--- config.mk ---
export PLATFORM = sky130hd
export DESIGN_NAME = p_uart_recv
export DESIGN_NICKNAME = d
export VERILOG_FILES = /design/src/rtl/uart_pkg.sv /design/src/rtl/uart_recv.sv /design/src/rtl/p_uart_recv.sv
export SDC_FILE = /design/constraint.sdc
export NUM_CORES = 1
export LEC_CHECK = 0
export ABC_CLOCK_PERIOD_IN_PS = 4190
export CORE_MARGIN = 2
export CORE_UTILIZATION = 50
export DETAILED_ROUTE_END_ITERATION = 8
export GPL_TIMING_DRIVEN = 0
export PLACE_DENSITY_LB_ADDON = 0.1
export SYNTH_ARGS = -nofsm -noshare
export SYNTH_HDL_FRONTEND = slang
export SYNTH_SLANG_ARGS = --single-unit
--- constraint.sdc ---
create_clock -name sys_clk -period 4.19 [get_ports sys_clk]
set_input_delay 1.0475 -clock sys_clk [delete_from_list [all_inputs] [get_ports sys_clk]]
set_output_delay 1.0475 -clock sys_clk [all_outputs]
set_load 0.005 [all_outputs]
--- src/rtl/uart_pkg.sv ---
// Shared UART definitions for the packed TX/RX pair.
//   - RX FSM state encodings (IDLE/START/DATA/STOP)
//   - NUM_BYTES: bytes packed into one user word
//   - bps_cnt(): clocks per bit, identical on both sides of the link
package uart_pkg;

    localparam int NUM_BYTES = 8;

    localparam logic [1:0] IDLE  = 2'd0;
    localparam logic [1:0] START = 2'd1;
    localparam logic [1:0] DATA  = 2'd2;
    localparam logic [1:0] STOP  = 2'd3;

    function automatic int bps_cnt(input int clk_freq, input int bps);
        return clk_freq / bps;
    endfunction

endpackage

--- src/rtl/uart_recv.sv ---
// Single-byte 8N1 receive core.
//   clk, rst_n  : system clock, async active-low reset
//   rxd         : raw serial input (idle high, asynchronous)
//   byte_done   : 1-cycle pulse, byte_data valid, stop bit was high
//   byte_data   : last received byte (LSB first on the wire)
//   byte_ferr   : 1-cycle pulse, stop bit sampled low, byte discarded
//   core_busy   : FSM is not in IDLE
module uart_recv
    import uart_pkg::*;
#(
    parameter int CLK_FREQ = 50000000,
    parameter int UART_BPS = 9600
) (
    input  logic       clk,
    input  logic       rst_n,
    input  logic       rxd,
    output logic       byte_done,
    output logic [7:0] byte_data,
    output logic       byte_ferr,
    output logic       core_busy
);

    localparam int BPS_CNT = bps_cnt(CLK_FREQ, UART_BPS);
    localparam int CW      = $clog2(BPS_CNT);
    localparam logic [CW-1:0] BIT_LAST  = CW'(BPS_CNT - 1);
    localparam logic [CW-1:0] HALF_LAST = CW'(BPS_CNT / 2 - 1);

    logic          rxd_d0, rxd_d1;
    logic          fall;
    logic [1:0]    state;
    logic [CW-1:0] clk_cnt;
    logic [2:0]    bit_cnt;
    logic [7:0]    shift;

    // Two-flop synchroniser; resets to the idle (high) line level so
    // reset release cannot look like a start bit.
    always_ff @(posedge clk or negedge rst_n) begin
        if (!rst_n) begin
            rxd_d0 <= 1'b1;
            rxd_d1 <= 1'b1;
        end else begin
            rxd_d0 <= rxd;
            rxd_d1 <= rxd_d0;
        end
    end

    assign fall = rxd_d1 & ~rxd_d0;

    always_ff @(posedge clk or negedge rst_n) begin
        if (!rst_n) begin
            state     <= IDLE;
            clk_cnt   <= '0;
            bit_cnt   <= '0;
            shift     <= '0;
            byte_done <= 1'b0;
            byte_ferr <= 1'b0;
        end else begin
            byte_done <= 1'b0;
            byte_ferr <= 1'b0;
            case (state)
                IDLE: begin
                    clk_cnt <= '0;
                    if (fall) state <= START;
                end
                START: begin
                    // Re-check the line mid start bit to reject glitches.
                    if (clk_cnt == HALF_LAST) begin
                        clk_cnt <= '0;
                        bit_cnt <= '0;
                        state   <= rxd_d1 ? IDLE : DATA;
                    end else begin
                        clk_cnt <= clk_cnt + 1'b1;
                    end
                end
                DATA: begin
                    // Counter was aligned mid start bit, so each full
                    // period lands mid data bit.
                    if (clk_cnt == BIT_LAST) begin
                        clk_cnt <= '0;
                        shift   <= {rxd_d1, shift[7:1]};
                        bit_cnt <= bit_cnt + 1'b1;
                        if (bit_cnt == 3'd7) state <= STOP;
                    end else begin
                        clk_cnt <= clk_cnt + 1'b1;
                    end
                end
                STOP: begin
                    // Leave at mid stop bit so a following start edge
                    // with only one stop bit is still caught.
                    if (clk_cnt == BIT_LAST) begin
                        clk_cnt <= '0;
                        state   <= IDLE;
                        if (rxd_d1) byte_done <= 1'b1;
                        else        byte_ferr <= 1'b1;
                    end else begin
                        clk_cnt <= clk_cnt + 1'b1;
                    end
                end
                default: state <= IDLE;
            endcase
        end
    end

    assign byte_data = shift;
    assign core_busy = (state != IDLE);

endmodule

--- src/rtl/p_uart_recv.sv ---
// Packed UART receiver: collects 8 consecutive 8N1 bytes, LSB byte first,
// into one 64-bit word.
//   sys_clk, sys_rst_n : system clock, async active-low reset
//   uart_rxd           : serial input, idle high
//   uart_dout          : last complete word (byte 0 in [7:0])
//   uart_done          : 1-cycle pulse when uart_dout was just updated
//   rx_busy            : byte in flight or partial word held (registered)
//   frame_err          : 1-cycle pulse on a low stop bit
//   word_drop          : 1-cycle pulse when a partial word is discarded
module p_uart_recv
    import uart_pkg::*;
#(
    parameter int CLK_FREQ     = 50000000,
    parameter int UART_BPS     = 9600,
    parameter int TIMEOUT_BITS = 20
) (
    input  logic                   sys_clk,
    input  logic                   sys_rst_n,
    input  logic                   uart_rxd,
    output logic [8*NUM_BYTES-1:0] uart_dout,
    output logic                   uart_done,
    output logic                   rx_busy,
    output logic                   frame_err,
    output logic                   word_drop
);

    localparam int BPS_CNT = bps_cnt(CLK_FREQ, UART_BPS);
    localparam int TO_CNT  = TIMEOUT_BITS * BPS_CNT;
    localparam int IW      = $clog2(TO_CNT);
    localparam logic [IW-1:0] TO_LAST = IW'(TO_CNT - 1);

    logic       byte_done, byte_ferr, core_busy;
    logic [7:0] byte_data;

    // Only bytes 0..6 are buffered; byte 7 goes straight into uart_dout.
    logic [8*(NUM_BYTES-1)-1:0] word_buf;
    logic [2:0]                 byte_cnt;
    logic [IW-1:0]              idle_cnt;

    uart_recv #(
        .CLK_FREQ (CLK_FREQ),
        .UART_BPS (UART_BPS)
    ) u_core (
        .clk       (sys_clk),
        .rst_n     (sys_rst_n),
        .rxd       (uart_rxd),
        .byte_done (byte_done),
        .byte_data (byte_data),
        .byte_ferr (byte_ferr),
        .core_busy (core_busy)
    );

    always_ff @(posedge sys_clk or negedge sys_rst_n) begin
        if (!sys_rst_n) begin
            word_buf  <= '0;
            byte_cnt  <= '0;
            idle_cnt  <= '0;
            uart_dout <= '0;
            uart_done <= 1'b0;
            frame_err <= 1'b0;
            word_drop <= 1'b0;
            rx_busy   <= 1'b0;
        end else begin
            uart_done <= 1'b0;
            frame_err <= 1'b0;
            word_drop <= 1'b0;
            rx_busy   <= core_busy | (byte_cnt != 3'd0);

            // byte_done has priority over the timeout in the same cycle.
            if (byte_done) begin
                idle_cnt <= '0;
                byte_cnt <= byte_cnt + 1'b1;   // 7 -> 0 wrap closes the word
                if (byte_cnt == 3'd7) begin
                    uart_dout <= {byte_data, word_buf};
                    uart_done <= 1'b1;
                end else begin
                    word_buf[{byte_cnt, 3'b000} +: 8] <= byte_data;
                end
            end else if (byte_ferr) begin
                frame_err <= 1'b1;
                idle_cnt  <= '0;
                if (byte_cnt != 3'd0) begin
                    word_drop <= 1'b1;
                    byte_cnt  <= '0;
                end
            end else if (byte_cnt == 3'd0) begin
                idle_cnt <= '0;
            end else if (!core_busy) begin
                if (idle_cnt == TO_LAST) begin
                    idle_cnt  <= '0;
                    byte_cnt  <= '0;
                    word_drop <= 1'b1;
                end else begin
                    idle_cnt <= idle_cnt + 1'b1;
                end
            end
        end
    end

endmodule
# [Word level (Yosys, flattened, before mapping)]
# Index checks and enable logic that the tools add are counted.
[totals] word_cells=98 reg_bits=174 out_inout_bits=68 in_bits=3
[classes] n_addsub=5 shifts=2 reduce_logical=13 eq_ne=17 n_mux=41 n_bitwise=4
[ops] cell="17-bit 2-to-1 mux" n=5
[ops] cell="56-bit bitwise mux" n=1
[ops] cell="8-bit by 8-bit variable shift with 56-bit output (first input constant)" n=1
[ops] cell="8-bit by 8-bit indexed part select with 56-bit output" n=1
[ops] cell="13-bit case mux with 3 select lines" n=1
[ops] cell="13-bit 2-to-1 mux" n=2
[ops] cell="3-bit 2-to-1 mux" n=8
[ops] cell="17-bit by 1-bit adder with 17-bit output (second input constant)" n=1
[ops] cell="17-bit == test (second input constant)" n=1
[ops] cell="1-bit 2-to-1 mux" n=16
[ops] cell="13-bit by 1-bit adder with 13-bit output (second input constant)" n=1
[ops] cell="13-bit by 12-bit == test with 1-bit output (second input constant)" n=1
[ops] cell="13-bit == test (second input constant)" n=1
[ops] cell="2-bit 2-to-1 mux" n=6
[ops] cell="2-bit by 1-bit inequality test with 1-bit output (second input constant)" n=5
[ops] cell="6-bit negator with 8-bit output" n=1
[ops] cell="2-bit case mux with 4 select lines" n=1
[ops] cell="3-bit by 1-bit adder with 3-bit output (second input constant)" n=2
[ops] cell="3-bit == test (second input constant)" n=2
[ops] cell="3-bit by 1-bit inequality test with 1-bit output (second input constant)" n=2
[ops] cell="3-bit case mux with 2 select lines" n=1
[ops] cell="2-bit AND reduction" n=3
[ops] cell="3-bit nonzero test" n=2
[ops] cell="5-bit AND reduction" n=1
[ops] cell="13 further kinds" n=16

# [Logic depth before layout (Yosys ltp)]
[depth] ltp_word=6 mapped_depth=9 mapped_depth_nobuf=8

# [Modules after synthesis]
# From an unflattened synthesis, not the netlist that was laid out.
[unflattened] hier_cells=562 area_unflattened_um2=7178.1
[by_module_without_submodules] mod="p_uart_recv" n_inst=1 cells_each=438 seq_area_each_um2=3603.5 area_each_um2=5744.3
[by_module_without_submodules] mod="uart_recv" n_inst=1 cells_each=124 seq_area_each_um2=753.2 area_each_um2=1433.9

# [Worst setup path after synthesis]
# OpenSTA, ideal clock, no wires.
[synth_path] path_kind="register -> register" from="register byte_cnt[0]" to="register word_buf[16]" setup_slack_ns=2.092 period_less_slack_ns=2.098 path_buffers=2 arrival_time_ns=1.974 stages_incl_launch_ff=9 cell_sequence="dfrtp_1 -> inv_1 -> ha_1 -> ha_1 -> clkbuf_1 -> nor4_1 -> and3_1 -> buf_2 -> mux2_2"
[synth_between] elab_chain_len=3 elab_cells_between_ends=7 classes_between="add/sub (1); eq/ne (1); shift (2); mux (1); bitwise (1); reduce/logical (1)"
[synth_rtl] item="start, declared" line="p_uart_recv.sv:37" source="logic [2:0] byte_cnt;"
[synth_rtl] item="start signal, assigned" line="p_uart_recv.sv:72" source="byte_cnt <= byte_cnt + 1'b1;"
[synth_rtl] item="6-bit negator with 8-bit output / 3-bit == test (equally long branches)" line="p_uart_recv.sv:77, p_uart_recv.sv:73"
[synth_rtl] item="8-bit by 8-bit indexed part select with 56-bit output (tied with other cells)" line="p_uart_recv.sv:77" source="word_buf[{byte_cnt, 3'b000} +: 8] <= byte_data;"
[synth_rtl] item="56-bit bitwise mux / 2-bit AND reduction (equally long branches)"
[synth_rtl] item="end signal, assigned by index" line="p_uart_recv.sv:77"
[synth_rtl] item="end, declared" line="p_uart_recv.sv:36" source="logic [8*(NUM_BYTES-1)-1:0] word_buf;"
# Parallel ways exist; a longest one is shown, timed or not.
# A chain may end at the register's enable or synchronous reset.

# [Worst setup path in the final report]
[layout_path] from="register byte_cnt[0]" to="register idle_cnt[8]"
[layout_between] elab_chain_len=4 elab_cells_between_ends=5 classes_between="eq/ne (1); mux (3); reduce/logical (1)"
[layout_rtl] item="3-bit logical NOT *" line="p_uart_recv.sv:86" source="end else if (byte_cnt == 3'd0) begin"
[layout_rtl] item="17-bit 2-to-1 mux" line="p_uart_recv.sv:86"
[layout_rtl] item="17-bit 2-to-1 mux" line="p_uart_recv.sv:79" source="end else if (byte_ferr) begin"
[layout_rtl] item="17-bit 2-to-1 mux" line="p_uart_recv.sv:70" source="if (byte_done) begin"
[layout_rtl] item="end signal, assigned" line="p_uart_recv.sv:94" source="idle_cnt <= idle_cnt + 1'b1;"
[layout_rtl] item="end, declared" line="p_uart_recv.sv:38" source="logic [IW-1:0] idle_cnt;"
# Mark *: on every way between the ends. The rest lies on a longest branch, timed or not.

==> impl_metrics.ini <==
[clocking]
cts_resized = 0
post_cts_buffers = 0
root_buffer = clkbuf_16
insertion_delay_ns = 0.42
cts_inserted_buffers = 17
clk_path_buf_depth = 2
clkTransAtPathRegs_ns = 0.06
cts_hold_buf = 0
clock-sinks = 174
cts_tree = yes
htreeDepth = 4

[die]
coreArea_um2 = 14000
start_util_pct = 51.5
fp.dieW_um = 124
ioPinCount = 71
die-area_um2 = 15400
fp.dieH_um = 124
rows = 43

[sta]
fin_ws_ns = 1.70
tightestPinTransition_ns = 0.882
final.period_utilization_pct = 59.4
final_hold_viol_count = 0
slew_headroom_pct = 40.7
period_minus_slack_ns = 2.49
final_max_slew_viol_count = 0
finalClockSkew_ns = 0.00576
fmax_ghz = 0.401
setup-violations-final = 0
rsz0062_at_grt = false
finalSetupTns_ns = 0

[power]
ir_drop_mv = 0.276
p_leak_nw = 4.14
pwr_density_cell_nw_per_um2 = 412

[routing]
dr.first_iter.drc_count = 255
viasPerCell = 5.37
vias = 4471
postRouteAntennaNets = 0
drc = 0
dr.pass1.iters = 4
drt_wl_total_um = 13700
routedWlPerCell_um = 16.4

[yosys]
ys_seq_elements = 174
synth_cells = 551
avgSynthCellArea_um2 = 13.1
synth_nets = 566
syn_area_um2 = 7210
synth_cell_type_count = 49
synth-edff-count = 0
synth_top_flop_cell = dfrtp_1
synth-async-reset-ratio_pct = 100
synth_warnings = 0
seq_area_frac_synth_pct = 60.5

[layout]
final_cell_area_um2 = 8800
num_antenna_cells = 0
nets = 656
area_growth_pct = 22.1
final_layout_size_suffix_gt1_share_pct = 25.3
final_common_cell = dfrtp_1
final_cell_mix = dfrtp_1, mux2_2, clkdlybuf4s50_1
utilization_pct = 62.9
fillers = 1099

[grt]
track_usage_pct = 19.3
grt_overflow = 0
grt_pass1_vias = 4473
antenna_found_initial = 0
grt_max_degree = 121
grt_pass1_wl_um = 22500

[placement]
dp_slack_ns = 1.73
dp_hpwl_um = 9140
io_buffers = 70
dpl_cell_area_um2 = 8170
gp_congestion = 0.836

[setup_path]
cp_common_cell = ha_1
cp_cell_sequence = inv_1 > ha_1 > ha_1 > clkbuf_1 > nor4_1 > nor3_1 > nand3_1 > xor2_1 > nor2_1
crit_fanout = 8
crit_arrival_ns = 2.79
path_delay_family = simple AND/OR/NAND/NOR gates
worst_path_largest_cell_delay_ns = 0.80
cp_num_buf_inv = 2
critPathCaptureType = flip-flop
crit_type = flip-flop to flip-flop
crit_slowest_cell = nor4_1
cp.required_ns = 4.49
startpoint_type = flip-flop

[worst_hold_path]
worstHoldPathType = flip-flop to flip-flop

[flow_run]
max-cap-violations = 0

[status]
outcome = completed
worst register-to-register path: stages (launching register included):
cell,delay [ns]
dfrtp_1,0.38
inv_1,0.09
ha_1,0.20
ha_1,0.17
clkbuf_1,0.19
nor4_1,0.80
nor3_1,0.17
nand3_1,0.15
xor2_1,0.16
nor2_1,0.06
Yosys cell counts, types with 5 or more instances:
library cell / count / area (um^2)
xnor2_1: 7 / 61.3
buf_1: 7 / 26.3
clkbuf_1: 12 / 45.0
nand2_1: 58 / 218
nor3_1: 9 / 45.0
ha_1: 12 / 150
o21ai_0: 19 / 95.1
dfrtp_1: 172 / 4300
nand4_1: 6 / 37.5
inv_1: 11 / 41.3
mux2_2: 119 / 1340
nand3_1: 16 / 80.1
nor2_1: 29 / 109
nor4_1: 5 / 31.3
xor2_1: 12 / 105
path summary, 6_finish.rpt:
check	startpoint	endpoint	slack, ns	cells after the start
worst min-delay path	u_core.rxd_d0	u_core.rxd_d1	0.37	0
worst max-delay path	byte_cnt[0]	idle_cnt[8]	1.70	9
worst min register to register	u_core.rxd_d0	u_core.rxd_d1	0.37	0
max in group asynchronous	sys_rst_n	idle_cnt[11]	2.75	2
worst max register to register	byte_cnt[0]	idle_cnt[8]	1.70	9
min in group asynchronous	sys_rst_n	uart_dout[34]	0.54	1
state kept, by name, summed over array words and instances, names as in the netlist, 3 cells and up, named ones only:
register	count
u_core.bit_cnt	3
idle_cnt	17
u_core.clk_cnt	13
u_core.byte_data	8
uart_dout	64
byte_cnt	3
word_buf	56
power breakdown:
group          switching (mW)  internal [mW]
Clock                   0.623           1.04
Sequential             0.0198           1.70
Combinational           0.150         0.0849
cell families (layout without fill, tap and decap cells):
kind of cell / count (synthesis) / in the layout / synth area share (%)
xor gates and xnor gates: 19 / 19 / 2.31
buffers and inverters: 35 / 137 / 1.98
DFF: 174 / 174 / 60.5
adders and majority gates: 12 / 12 / 2.08
AOI/OAI and AO/OA: 38 / 38 / 3.58
muxes: 122 / 122 / 19.0
and+or+nand+nor: 151 / 151 / 10.6
per-stage QoR:
| step | total power [mW] | cells | hold slack [ns] |
|---|---|---|---|
| after floorplan | 1.90 | 551 | 0.352 |
| after global placement | 1.98 | 801 | 0.361 |
| after detailed placement | 2.00 | 802 | 0.364 |
| after CTS | 3.66 | 833 | 0.373 |
| after global routing | 3.77 | 833 | 0.381 |
| final | 3.63 | 833 | 0.375 |
final cells by class:
type | instances | area [um^2] | share of cell area, %
Clock inverter | 9 | 159 | 1.81
Timing Repair Buffer | 71 | 733 | 8.33
Multi-Input combinational cell | 342 | 2710 | 30.8
Clock buffer | 22 | 474 | 5.39
Sequential cell | 174 | 4360 | 49.5
Inverter | 11 | 41.3 | 0.469
Tap cell | 180 | 225 | 2.56
Buffer | 24 | 101 | 1.15
routing by layer:
layer  routed length (um)  GRT usage [%]
met5                    0              0
met3                  364           3.62
met2                 6790           31.8
met4                  320           8.22
met1                 6210           25.2
No activity file was read; power rests on OpenSTA's default activity.
